File: src/rtl/kf_tone_pkg.sv
// -----------------------------------------------------------------------------
// kf_tone_pkg
// Shared constants and helpers for the multi-channel PSG tone generator bank.
//   LEVEL_WIDTH : width of one channel's output level
//   ATT_WIDTH   : width of the attenuation register
//   ATT_TABLE   : attenuation-to-level map, 2 dB steps (index 0 loudest, 15 silent)
//   att_to_level: looks an attenuation code up in ATT_TABLE
// -----------------------------------------------------------------------------
package kf_tone_pkg;

   localparam int LEVEL_WIDTH = 6;
   localparam int ATT_WIDTH   = 4;

   // Packed so that ATT_TABLE[0] is the rightmost entry of the concatenation.
   localparam logic [15:0][LEVEL_WIDTH-1:0] ATT_TABLE = {
      6'd0,  6'd2,  6'd3,  6'd4,  6'd5,  6'd6,  6'd8,  6'd10,
      6'd13, 6'd16, 6'd20, 6'd25, 6'd32, 6'd40, 6'd50, 6'd63
   };

   function automatic logic [LEVEL_WIDTH-1:0] att_to_level(input logic [ATT_WIDTH-1:0] att);
      return ATT_TABLE[att];
   endfunction

endpackage

File: src/rtl/kf_tone_channel.sv
// -----------------------------------------------------------------------------
// kf_tone_channel
// One square-wave tone channel: frequency and attenuation registers, a
// down-counting period divider, the digital output flop, a one-clock cycle
// pulse and the attenuation level lookup.
// Ports:
//   clock, reset            : clock and synchronous active-high reset
//   clock_enable            : divider tick qualifier shared by all channels
//   channel_enable          : 0 freezes the divider and silences the level
//   write_frequency_h/_l    : load upper / lower 6 frequency bits (h wins)
//   write_attenuation       : load the attenuation code from data_bus[7:4]
//   data_bus                : 8-bit write data
//   cycle_out               : registered one-clock pulse on every toggle
//   level_out               : combinational level from registered state
// -----------------------------------------------------------------------------
module kf_tone_channel
   import kf_tone_pkg::*;
#(
   parameter int FREQ_WIDTH         = 10,
   parameter int RETRIGGER_ON_WRITE = 0
) (
   input  logic                   clock,
   input  logic                   reset,
   input  logic                   clock_enable,
   input  logic                   channel_enable,
   input  logic                   write_frequency_h,
   input  logic                   write_frequency_l,
   input  logic                   write_attenuation,
   input  logic [7:0]             data_bus,
   output logic                   cycle_out,
   output logic [LEVEL_WIDTH-1:0] level_out
);

   // The upper frequency field is left-aligned on the bus.
   localparam int BUS_LSB = 14 - FREQ_WIDTH;

   logic [FREQ_WIDTH-1:0] freq_q, freq_d;
   logic [ATT_WIDTH-1:0]  att_q, att_d;
   logic [FREQ_WIDTH-1:0] count_q, count_d;
   logic                  digital_q, digital_d;
   logic                  cycle_q, cycle_d;

   // A zero frequency behaves like one: the divider still toggles every tick.
   function automatic logic [FREQ_WIDTH-1:0] reload_value(input logic [FREQ_WIDTH-1:0] f);
      logic [FREQ_WIDTH-1:0] r;
      if (f == '0) begin
         r = '0;
      end else begin
         r = f - FREQ_WIDTH'(1);
      end
      return r;
   endfunction

   // Register write decode; the high-half write takes precedence.
   always_comb begin
      freq_d = freq_q;
      att_d  = att_q;
      if (write_frequency_h) begin
         freq_d[FREQ_WIDTH-1:6] = data_bus[7:BUS_LSB];
      end else if (write_frequency_l) begin
         freq_d[5:0] = data_bus[7:2];
      end else begin
         freq_d = freq_q;
      end
      if (write_attenuation) begin
         att_d = data_bus[7:4];
      end else begin
         att_d = att_q;
      end
   end

   // Divider next state. A normal reload always uses the pre-write period
   // (freq_q); a retrigger uses the freshly written period (freq_d) and
   // overrides any reload happening on the same edge.
   always_comb begin
      count_d   = count_q;
      digital_d = digital_q;
      cycle_d   = 1'b0;
      if ((RETRIGGER_ON_WRITE != 0) && write_frequency_h) begin
         count_d   = reload_value(freq_d);
         digital_d = 1'b0;
      end else if (clock_enable && channel_enable) begin
         if (count_q != '0) begin
            count_d = count_q - FREQ_WIDTH'(1);
         end else begin
            count_d   = reload_value(freq_q);
            digital_d = ~digital_q;
            cycle_d   = 1'b1;
         end
      end else begin
         count_d   = count_q;
         digital_d = digital_q;
      end
   end

   // Channel state registers; count restarts at 1 so the first toggle is
   // two ticks after reset.
   always_ff @(posedge clock) begin
      if (reset) begin
         freq_q    <= '0;
         att_q     <= '0;
         count_q   <= FREQ_WIDTH'(1);
         digital_q <= 1'b0;
         cycle_q   <= 1'b0;
      end else begin
         freq_q    <= freq_d;
         att_q     <= att_d;
         count_q   <= count_d;
         digital_q <= digital_d;
         cycle_q   <= cycle_d;
      end
   end

   assign cycle_out = cycle_q;
   // A muted channel keeps its digital state but contributes no level.
   assign level_out = (digital_q && channel_enable) ? att_to_level(att_q) : '0;

endmodule

File: src/rtl/kf_tone_generator_bank.sv
// -----------------------------------------------------------------------------
// kf_tone_generator_bank
// CHANNELS independent PSG tone channels written through one shared 8-bit
// bus, with a registered sum of all channel levels for the mixer/DAC stage.
// Ports:
//   clock, reset         : clock and synchronous active-high reset
//   clock_enable         : divider tick qualifier (writes ignore it)
//   internal_data_bus    : 8-bit write data
//   channel_select       : target channel; values >= CHANNELS drop the write
//   write_frequency_h/_l : frequency upper / lower-6-bit write strobes
//   write_attenuation    : attenuation write strobe
//   channel_enable       : per-channel enable; 0 mutes and freezes a channel
//   cycle_out            : per-channel one-clock toggle pulse
//   analog_out           : per-channel 6-bit level, channel n at [6n+5:6n]
//   mix_out              : registered sum of all analog_out levels
// -----------------------------------------------------------------------------
module kf_tone_generator_bank
   import kf_tone_pkg::*;
#(
   parameter int CHANNELS           = 3,
   parameter int FREQ_WIDTH         = 10,
   parameter int RETRIGGER_ON_WRITE = 0,
   parameter int CH_SEL_WIDTH       = (CHANNELS > 1) ? $clog2(CHANNELS) : 1,
   parameter int MIX_WIDTH          = 6 + $clog2(CHANNELS + 1)
) (
   input  logic                            clock,
   input  logic                            reset,
   input  logic                            clock_enable,
   input  logic [7:0]                      internal_data_bus,
   input  logic [CH_SEL_WIDTH-1:0]         channel_select,
   input  logic                            write_frequency_h,
   input  logic                            write_frequency_l,
   input  logic                            write_attenuation,
   input  logic [CHANNELS-1:0]             channel_enable,
   output logic [CHANNELS-1:0]             cycle_out,
   output logic [CHANNELS*LEVEL_WIDTH-1:0] analog_out,
   output logic [MIX_WIDTH-1:0]            mix_out
);

   logic                            sel_valid_s;
   logic [CHANNELS-1:0]             wr_h_s;
   logic [CHANNELS-1:0]             wr_l_s;
   logic [CHANNELS-1:0]             wr_att_s;
   logic [CHANNELS*LEVEL_WIDTH-1:0] level_s;
   logic [MIX_WIDTH-1:0]            mix_d;
   logic [MIX_WIDTH-1:0]            mix_q;

   // Selects past the last channel are possible when CHANNELS is not a power of two.
   assign sel_valid_s = (32'(channel_select) < 32'(CHANNELS));

   // Route each write strobe to the addressed channel only.
   always_comb begin
      wr_h_s   = '0;
      wr_l_s   = '0;
      wr_att_s = '0;
      for (int n = 0; n < CHANNELS; n++) begin
         if (sel_valid_s && (32'(channel_select) == 32'(n))) begin
            wr_h_s[n]   = write_frequency_h;
            wr_l_s[n]   = write_frequency_l;
            wr_att_s[n] = write_attenuation;
         end else begin
            wr_h_s[n]   = 1'b0;
            wr_l_s[n]   = 1'b0;
            wr_att_s[n] = 1'b0;
         end
      end
   end

   for (genvar n = 0; n < CHANNELS; n++) begin : g_ch
      kf_tone_channel #(
         .FREQ_WIDTH         (FREQ_WIDTH),
         .RETRIGGER_ON_WRITE (RETRIGGER_ON_WRITE)
      ) u_channel (
         .clock             (clock),
         .reset             (reset),
         .clock_enable      (clock_enable),
         .channel_enable    (channel_enable[n]),
         .write_frequency_h (wr_h_s[n]),
         .write_frequency_l (wr_l_s[n]),
         .write_attenuation (wr_att_s[n]),
         .data_bus          (internal_data_bus),
         .cycle_out         (cycle_out[n]),
         .level_out         (level_s[n*LEVEL_WIDTH +: LEVEL_WIDTH])
      );
   end

   // Sum of all levels; MIX_WIDTH holds CHANNELS*63 without overflow.
   always_comb begin
      mix_d = '0;
      for (int n = 0; n < CHANNELS; n++) begin
         mix_d = mix_d + MIX_WIDTH'(level_s[n*LEVEL_WIDTH +: LEVEL_WIDTH]);
      end
   end

   // Mix register, one clock behind analog_out.
   always_ff @(posedge clock) begin
      if (reset) begin
         mix_q <= '0;
      end else begin
         mix_q <= mix_d;
      end
   end

   assign analog_out = level_s;
   assign mix_out    = mix_q;

endmodule
File: config.mk
export PLATFORM = sky130hd
export DESIGN_NAME = kf_tone_generator_bank
export DESIGN_NICKNAME = d
export VERILOG_FILES = /design/src/rtl/kf_tone_pkg.sv /design/src/rtl/kf_tone_channel.sv /design/src/rtl/kf_tone_generator_bank.sv
export SDC_FILE = /design/constraint.sdc
export NUM_CORES = 1
export LEC_CHECK = 0
export CAP_MARGIN = 25
export CORE_MARGIN = 10
export CORE_UTILIZATION = 50
export CTS_CLUSTER_DIAMETER = 30
export DETAILED_ROUTE_END_ITERATION = 6
export PLACE_DENSITY = 0.76
export SLEW_MARGIN = 20
export SYNTH_ARGS = -nofsm -noshare
export SYNTH_HDL_FRONTEND = slang
export SYNTH_SLANG_ARGS = --single-unit
File: constraint.sdc
create_clock -name clock -period 6.8 [get_ports clock]
set_input_delay 1.02 -clock clock [delete_from_list [all_inputs] [get_ports clock]]
set_output_delay 1.02 -clock clock [all_outputs]
set_load 0.005 [all_outputs]
Yosys cells after proc, flatten, opt, wreduce, memory -nomap -nowiden
Memories as Yosys holds them, arrays and structs flattened. A register that Yosys moved wholly into a read port is not among the register bits.
Cells that the tools add are included.
{"block": "classes", "n_addsub": 8, "n_lt_le_gt_ge": 4, "eq_ne": 2, "n_mux": 30, "bitwise_logic": 12, "n_reduce_logical": 25}
{"cell": "10-bit two-way mux", "n": 6}
{"cell": "10-bit by 1-bit subtractor with 10-bit output (second input constant)", "n": 6}
{"cell": "6-bit two-way mux", "n": 6}
{"cell": "10-bit logical NOT", "n": 3}
{"cell": "10-bit nonzero test", "n": 3}
{"cell": "4-bit two-way mux", "n": 6}
{"cell": "4-bit by 5-bit < comparator with 1-bit output (second input constant)", "n": 3}
{"cell": "1-bit two-way mux", "n": 12}
{"cell": "1-bit NOT", "n": 12}
{"cell": "2-bit AND reduction", "n": 6}
{"cell": "1-bit logical AND", "n": 9}
{"cell": "7-bit by 6-bit adder with 8-bit output", "n": 1}
{"cell": "6-bit by 6-bit adder with 7-bit output", "n": 1}
{"cell": "2-bit OR reduction", "n": 3}
{"cell": "2-bit by 1-bit == test with 1-bit output (second input constant)", "n": 1}
{"cell": "2-bit == test (second input constant)", "n": 1}
{"cell": "2-bit logical NOT", "n": 1}
{"cell": "2-bit < comparator (second input constant)", "n": 1}
{"block": "word_totals", "regBits": 86, "mem_bits_ro": 288, "inputBits": 19, "output_inout_bits": 29, "word_cells": 103, "n_memories": 3}
{"name": "(name not given)", "depth": 16, "word_bits": 6, "rd": 1, "rd_ports_with_merged_regs": 1, "wr": 0, "line_no": "kf_tone_pkg.sv:21", "rtl": "return ATT_TABLE[att];"}
{"name": "(name not given)", "depth": 16, "word_bits": 6, "rd": 1, "rd_ports_with_merged_regs": 1, "wr": 0, "line_no": "kf_tone_pkg.sv:21"}
{"name": "(name not given)", "depth": 16, "word_bits": 6, "rd": 1, "rd_ports_with_merged_regs": 1, "wr": 0, "line_no": "kf_tone_pkg.sv:21"}

Depth between registers and ports, before layout
Gate-level depths: netlist (run 1).
{"block": "logic_depth", "ltp_word": 5, "depth_mapped": 10, "mapped_depth_nobuf": 10}

By module
A second synthesis (run 1) with hierarchy kept.
{"block": "hier_totals", "hier_cells": 637, "area_unflattened_um2": 5843.1}
{"mod": "kf_tone_channel at g_ch[1].u_channel ...", "n_inst": 2, "cells_each": 189, "area_each_um2": 1736.7}
{"mod": "kf_tone_channel at g_ch[0].u_channel", "n_inst": 1, "cells_each": 190, "area_each_um2": 1732.9}
{"mod": "kf_tone_generator_bank", "n_inst": 1, "cells_each": 69, "area_each_um2": 636.9}

Least setup slack after synthesis (run 1)
OpenSTA, ideal clock, no wires.
{"block": "synth_timing", "kind": "input-to-reg", "start": "in channel_enable[0]", "end": "reg mix_q[7] (netlist: mix_out[7])", "setup_ns": 0.116, "arrival_ns": 2.950, "setup_slack_ns": 3.734, "cell_stages": 10, "n_path_buf": 0, "path_cell_list": "and3_1 inv_1 fa_1 inv_1 ha_1 fa_1 a21o_1 a21oi_1 o21ai_0 and3b_1"}
{"block": "synth_via", "elab_chain_len": 4}
{"item": "from (decl)", "line_no": "kf_tone_generator_bank.sv:34", "rtl": "input logic [CHANNELS-1:0] channel_enable,"}
{"item": "1-bit logical AND", "line_no": "kf_tone_channel.sv:116", "rtl": "assign level_out = (digital_q && channel_enable) ? att_to_level(att_q) : '0;"}
{"item": "6-bit two-way mux", "line_no": "kf_tone_channel.sv:116"}
{"item": "6-bit by 6-bit adder with 7-bit output", "line_no": "kf_tone_generator_bank.sv:91", "rtl": "mix_d = mix_d + MIX_WIDTH'(level_s[n*LEVEL_WIDTH +: LEVEL_WIDTH]);"}
{"item": "7-bit by 6-bit adder with 8-bit output", "line_no": "kf_tone_generator_bank.sv:91"}
{"item": "to (signal assigned)", "line_no": "kf_tone_generator_bank.sv:100", "rtl": "mix_q <= mix_d;"}
{"item": "to (decl)", "line_no": "kf_tone_generator_bank.sv:46", "rtl": "logic [MIX_WIDTH-1:0] mix_q;"}
No other way between the ends.
A chain may end at the register's enable or synchronous reset.

Worst setup path after layout (run 1)
{"block": "layout_timing", "start": "in channel_enable[2]", "end": "out analog_out[12]"}
{"block": "layout_via", "elab_chain_len": 2}
{"item": "1-bit logical AND", "line_no": "kf_tone_channel.sv:116"}
{"item": "6-bit two-way mux", "line_no": "kf_tone_channel.sv:116"}
{"item": "to (decl)", "line_no": "kf_tone_generator_bank.sv:36", "rtl": "output logic [CHANNELS*LEVEL_WIDTH-1:0] analog_out,"}
No other way between the ends.

==> qor.yml, run 1 <==
sta:
  fin_hold_ws_ns: 0.492
  slew_viol_final: 0
  relSlewSlack_pct: 33.7
  grt_setup_unrepaired: "no"
  worst_pin_slew_ns: 0.987
  fmax_ghz: 0.278
  fin_crit_ns: 3.59
  setup_tns_ns: 0
  finalCritPeriodShare_pct: 52.8
  fin_skew_ns: 0.00661
  hold_viol_final: 0
  setup_violations: 0
setup_path:
  cp-start-kind: "primary input"
  crit_top_cell: "clkdlybuf4s50_1"
  crit_fanout: 8
  cp.arrival_ns: 2.57
  required_ns: 5.78
  path_class: "in2out"
  critPathTopFamily: "buffers and inverters"
  end_kind: "output port"
  slowest_delay_ns: 0.69
  path_cells: "clkdlybuf4s50_1 > and3_1 > clkdlybuf4s50_1"
  path_buf_inv: 2
  slowest_stage: "clkdlybuf4s50_1"
cts:
  numCtsBuffers: 9
  tritoncts: "yes"
  path_clk_slew_ns: 0.07
  clockBufferDepth: 2
  cts_max_level: 3
  cts_resized: 0
  cts_root_buffer: "clkbuf_16"
  clock_latency_ns: 0.35
  post_cts_buffers: 0
  cts_sinks: 104
  cts_hold_buf: 0
grt:
  top_usage_layer: "met2"
  grt_pass1_vias: 4639
  grt_use_total_pct: 16.9
  use_met2_pct: 27.9
  met1_usage_pct: 21.1
  grt_pass1_wl_mm: 22.9
  grt_antenna_before_repair: 0
  globalRoute.totalOverflow: 0
  grt_use_met3_pct: 3.85
  grt_max_degree: 56
power_and_ir_drop:
  leakage_nw: 2.70
  power_frac_comb_pct: 13.4
  intPower_mw: 1.02
  power_density_nw_per_um2: 210
  switchingPower_mw: 0.359
  worst_ir_drop_vdd_uv: 149
  seq_power_share_pct: 47.8
  p_clk_share_pct: 38.8
  p_sw_share_pct: 26.0
finish:
  drive_above_1_share_pct: 6.67
  final_cell_mix: "dfxtp_1 (104), nor2_1 (101), mux2i_1 (52), inv_1 (47), clkdlybuf4s50_1 (44)"
  diodes: 0
  fin_cells: 833
  syn_to_final_growth_pct: 14.3
  final_common_cell: "dfxtp_1"
  final_core_util_pct: 57.9
  nNetsFinal: 734
placement:
  dp_hpwl_mm: 9.89
  io_buffers: 45
  dp.cells: 817
  finalWeightedCongestion: 0.870
logic_synthesis:
  yosys_warnings: 0
  syn_nets: 705
  synth_fa_ha_area_share_pct: 7.46
  syn_avg_cell_area_um2: 8.75
  synthXorXnorAreaFrac_pct: 3.97
  synthMuxAreaShare_pct: 11.6
  ys_ff_latch: 104
  synth_compound_area_share_pct: 12.3
  yosys.area.top_type_share_pct: 36.3
  synth_cells: 656
  synth_top_family_by_area: "simple AND/OR/NAND/NOR gates"
  synth_area_leaders: "dfxtp_1 (36%), mux2i_1 (9.1%), nor2_1 (6.6%)"
  synthFlopType: "dfxtp_1"
  synthesis.area_um2: 5740
  synth_simple_gate_area_share_pct: 23.2
  yosys.area.top_type: "dfxtp_1"
  synth_edf_count: 0
  ys_seq_area_share_pct: 36.3
  async_reset_ff_share_pct: 0
  ys_types: 66
floorplan:
  core_um2: 11300
  rows: 39
  chipWidth_um: 127
  io_pins: 48
  die_height_um: 127
  die_area_um2: 16200
  initial_core_util_pct: 50.7
detailed_routing:
  wl_per_cell_um: 16.3
  via_per_inst: 5.79
  drc: 0
  vias: 4819
  drtIter0Drc: 333
  wirelength_mm: 13.6
  firstDrtPassIters: 5
  drtAntennaViolNets: 0
min_path:
  min_path_type: "reg2reg"
status:
  outcome: "completed"
job:
  cap_violations: 0
[path summary, 6_finish.rpt]
path,from,depth (start not counted),to,slack (ns)
setup / recovery,channel_enable[2],3,analog_out[12],3.21
hold / removal,g_ch[1].u_channel.att_q[0],2,g_ch[1].u_channel.att_q[0],0.49
setup reg to reg,g_ch[0].u_channel.digital_q,10,mix_out[6],4.13
hold reg to reg,g_ch[1].u_channel.att_q[0],2,g_ch[1].u_channel.att_q[0],0.49
[kinds of logic (layout without fill, tap and decap cells)]
kind of cell,count (synthesis),in the layout
AOI/OAI and AO/OA,102,102
DFF,104,104
and+or+nand+nor,257,257
buffers and inverters,75,109
adders and majority gates,30,30
xor gates and xnor gates,26,26
muxes,62,62
[tightest hold or removal path: cells and delay by family (launching register included)]
family / cells / cell delay [ns]
muxes: 1 / 0.08
and+or+nand+nor: 1 / 0.08
DFF: 1 / 0.31
[per-stage QoR]
| stage | power (mW) | setup slack (ns) | area, um2 |
|---|---|---|---|
| 2_1_floorplan | 0.803 | 3.73 | 5740 |
| 4_1_cts | 1.39 | 3.21 | 6560 |
| 5_1_grt | 1.44 | 3.05 | 6560 |
| 6_report | 1.38 | 3.21 | 6560 |
| 3_5_place_dp | 0.854 | 2.90 | 6250 |
| 3_3_place_gp | 0.844 | 2.92 | 6250 |
[synth_stat cells (5+ instances only)]
| cell type | number |
|---|---|
| clkbuf_1 | 19 |
| a21o_1 | 7 |
| nand2b_1 | 5 |
| nand3b_1 | 5 |
| and3_1 | 15 |
| or3_1 | 6 |
| nand2_1 | 23 |
| a211oi_1 | 9 |
| nor3_1 | 33 |
| o21ai_0 | 19 |
| nand3_1 | 17 |
| nor4_1 | 7 |
| mux2_2 | 7 |
| a31oi_1 | 6 |
| or4_1 | 7 |
| nor2b_1 | 11 |
| ha_1 | 23 |
| fa_1 | 7 |
| mux2i_1 | 52 |
| inv_1 | 47 |
| a21oi_1 | 23 |
| xor2_1 | 16 |
| xnor2_1 | 10 |
| nor2_1 | 101 |
| dfxtp_1 | 104 |
| a311oi_1 | 5 |
[power by group through the flow]
stage,Combinational (mW),Sequential (mW),Clock [mW]
finish,0.184,0.658,0.534
global route,0.206,0.662,0.569
CTS,0.183,0.658,0.546
detailed placement,0.182,0.672,0
global placement,0.174,0.670,0
floorplan,0.137,0.666,0
[cell type report]
class / instances / area (um2)
clock buffer: 11 / 253
timing repair buffer: 46 / 453
clock inverter: 5 / 55.1
multi-input combinational: 477 / 3360
tap: 143 / 179
inverter: 47 / 176
fill: 990 / 4760
sequential: 104 / 2080
[metal layers]
metal,up-vias,part of all wire (%),wire length (um)
li1,2373,-,-
met1,2295,45,6090
met2,134,48,6590
met3,17,5.3,716
met4,0,1.6,218
met5,-,0,0
Note: power is estimated with default switching activity, not from simulation.
==> run 2, diff against run 1 <==
==> constraint.sdc (replaced) <==
create_clock -name clock -period 3.7 [get_ports clock]
set_input_delay 0.555 -clock clock [delete_from_list [all_inputs] [get_ports clock]]
set_output_delay 0.555 -clock clock [all_outputs]
set_load 0.005 [all_outputs]
==> run 2 against run 1 <==
Against the previous run: global-route usage rose by 0.19 points; clock skew rose by 0.00072 ns; first-iteration DRC count rose by 30%; non-clock buffer count rose by 4; count of clock-buffer cells in the layout rose by 2; register-to-register slack got worse by 3.1 ns; via count rose by 1.6%; sequential power rose by 84%; total power rose by 81%; sequential share of layout area fell by 0.085 points; worst setup slack got worse by 2.5 ns; highest routed layer unchanged.
==> qor.yml, run 2 (synthesis gave the netlist of run 1 again) <==
status:
  outcome: "completed"
floorplan:
  die_area_um2: 16200  # unchanged
  die_height_um: 127  # unchanged
  rows: 39  # unchanged
  io_pins: 48  # unchanged
  chipWidth_um: 127  # unchanged
  core_um2: 11300  # unchanged
  initial_core_util_pct: 50.7  # unchanged
finish:
  fin_cells: 837  # +0.48%
  final_cell_mix: "dfxtp_1 (104), nor2_1 (101), mux2i_1 (52), inv_1 (47), clkdlybuf4s50_1 (44)"
  design_area_um2: 6580  # +0.27%
  drive_above_1_share_pct: 6.63  # -0.038 points
  nNetsFinal: 738  # +0.54%
  syn_to_final_growth_pct: 14.6
  final_common_cell: "dfxtp_1"
  diodes: 0  # unchanged
  final_core_util_pct: 58.1  # +0.15 points
detailed_routing:
  drtIter0Drc: 432  # +30%
  vias: 4896  # +1.6%
  wirelength_mm: 13.8  # +1.6%
  via_per_inst: 5.85  # +1.1%
  firstDrtPassIters: 5  # unchanged
  wl_per_cell_um: 16.5  # +1.1%
  drtAntennaViolNets: 0  # unchanged
  drc: 0  # unchanged
cts:
  cts_sinks: 104  # unchanged
  cts_resized: 0  # unchanged
  post_cts_buffers: 0  # unchanged
  cts_hold_buf: 0  # unchanged
  clock_latency_ns: 0.35  # about the same
  cts_root_buffer: "clkbuf_16"
  tritoncts: "yes"
  path_clk_slew_ns: 0.06  # about the same
  cts_max_level: 3  # unchanged
  clockBufferDepth: 2  # unchanged
  numCtsBuffers: 9  # unchanged
grt:
  globalRoute.totalOverflow: 0  # unchanged
  grt_max_degree: 63  # +13%
  grt_pass1_vias: 4798  # +3.4%
  grt_antenna_before_repair: 0  # unchanged
  grt_pass1_wl_mm: 23.1  # +0.87%
  grt_use_total_pct: 17.0  # +0.19 points
job:
  cap_violations: 0  # unchanged
placement:
  dp_hpwl_mm: 10.3  # +3.7%
  finalWeightedCongestion: 0.827  # -4.9%
  io_buffers: 45  # unchanged
  dp.cells: 820  # +0.37%
  place_ws_ns: 0.351  # -2.55 ns
  placed_cell_area_um2: 6270  # +0.36%
sta:
  fmax_ghz: 0.334
  setup_tns_ns: 0  # unchanged
  relSlewSlack_pct: 47.9  # +14 points
  slew_viol_final: 0  # unchanged
  setup_slack_ns: 0.710  # -2.50 ns
  grt_setup_unrepaired: "no"
  fin_skew_ns: 0.00733  # +0.000717 ns
  fin_crit_ns: 2.99
  hold_viol_final: 0  # unchanged
  fin_hold_ws_ns: 0.501  # +0.00874 ns
  worst_pin_slew_ns: 0.770  # -0.217 ns
  setup_violations: 0  # unchanged
  finalCritPeriodShare_pct: 80.8
setup_path:
  r2r_cells: 10  # unchanged
  crit_fanout: 8  # unchanged
  cp-start-kind: "primary input"
  end_kind: "flip-flop"
  cp.arrival_ns: 3.23  # +0.66 ns
  path_class: "in2reg"
  required_ns: 3.94  # -1.84 ns
power_and_ir_drop:
  power_density_nw_per_um2: 378  # +80%
  worst_ir_drop_vdd_uv: 212  # +42%
  leakage_nw: 2.71  # +0.42%
  p_total_mw: 2.49  # +81%
min_path:
  min_path_type: "reg2reg"
  hold_depth: 2  # unchanged
==> run 2: cell count changes in the layout (fill, tap and decap cells not counted) <==
cell and change:
clkinvlp_4 -1, buf_12 +1, clkinv_2 -1, buf_4 +3
clkbuf_8 -2, clkbuf_1 +4
==> run 2: final cells by class <==
cell class	count	area, um2
Multi-Input combinational cell	477	3360
Clock inverter	3	42.5
Inverter	47	176
Clock buffer	13	240
Tap cell	143	179
Sequential cell	104	2080
Timing Repair Buffer	50	495
Fill cell	1030	4740
==> run 2: worst paths after layout <==
kind / startpoint / endpoint / slack (ns)
min reg2reg: g_ch[2].u_channel.count_q[1] / g_ch[2].u_channel.count_q[1] / 0.50
max: channel_enable[0] / mix_out[7] / 0.71
min: g_ch[2].u_channel.count_q[1] / g_ch[2].u_channel.count_q[1] / 0.50
max reg2reg: g_ch[0].u_channel.digital_q / mix_out[7] / 1.03
==> run 2: per-layer routing <==
layer  wire length [um]  track usage, %  up-vias
met1               5860            19.7     2382
met4                314            6.50        0
li1                   -               -     2371
met3                689            4.47       28
met5                  0               0        -
met2               6970            29.5      115
==> run 2: worst max-delay path: stages <==
cell,delay [ns]
clkdlybuf4s50_1,0.58
and3_1,0.22
inv_1,0.07
fa_1,0.49
inv_1,0.04
ha_1,0.21
fa_1,0.40
a21o_1,0.19
a21oi_1,0.20
o21ai_0,0.09
and3b_1,0.17
==> run 2: report_power, final <==
| group | leakage (nW) | internal [mW] | switching (mW) |
|---|---|---|---|
| registers | 0.848 | 1.17 | 0.0433 |
| clock network | 0.134 | 0.525 | 0.409 |
| logic | 1.73 | 0.148 | 0.195 |
| total | 2.71 | 1.84 | 0.647 |
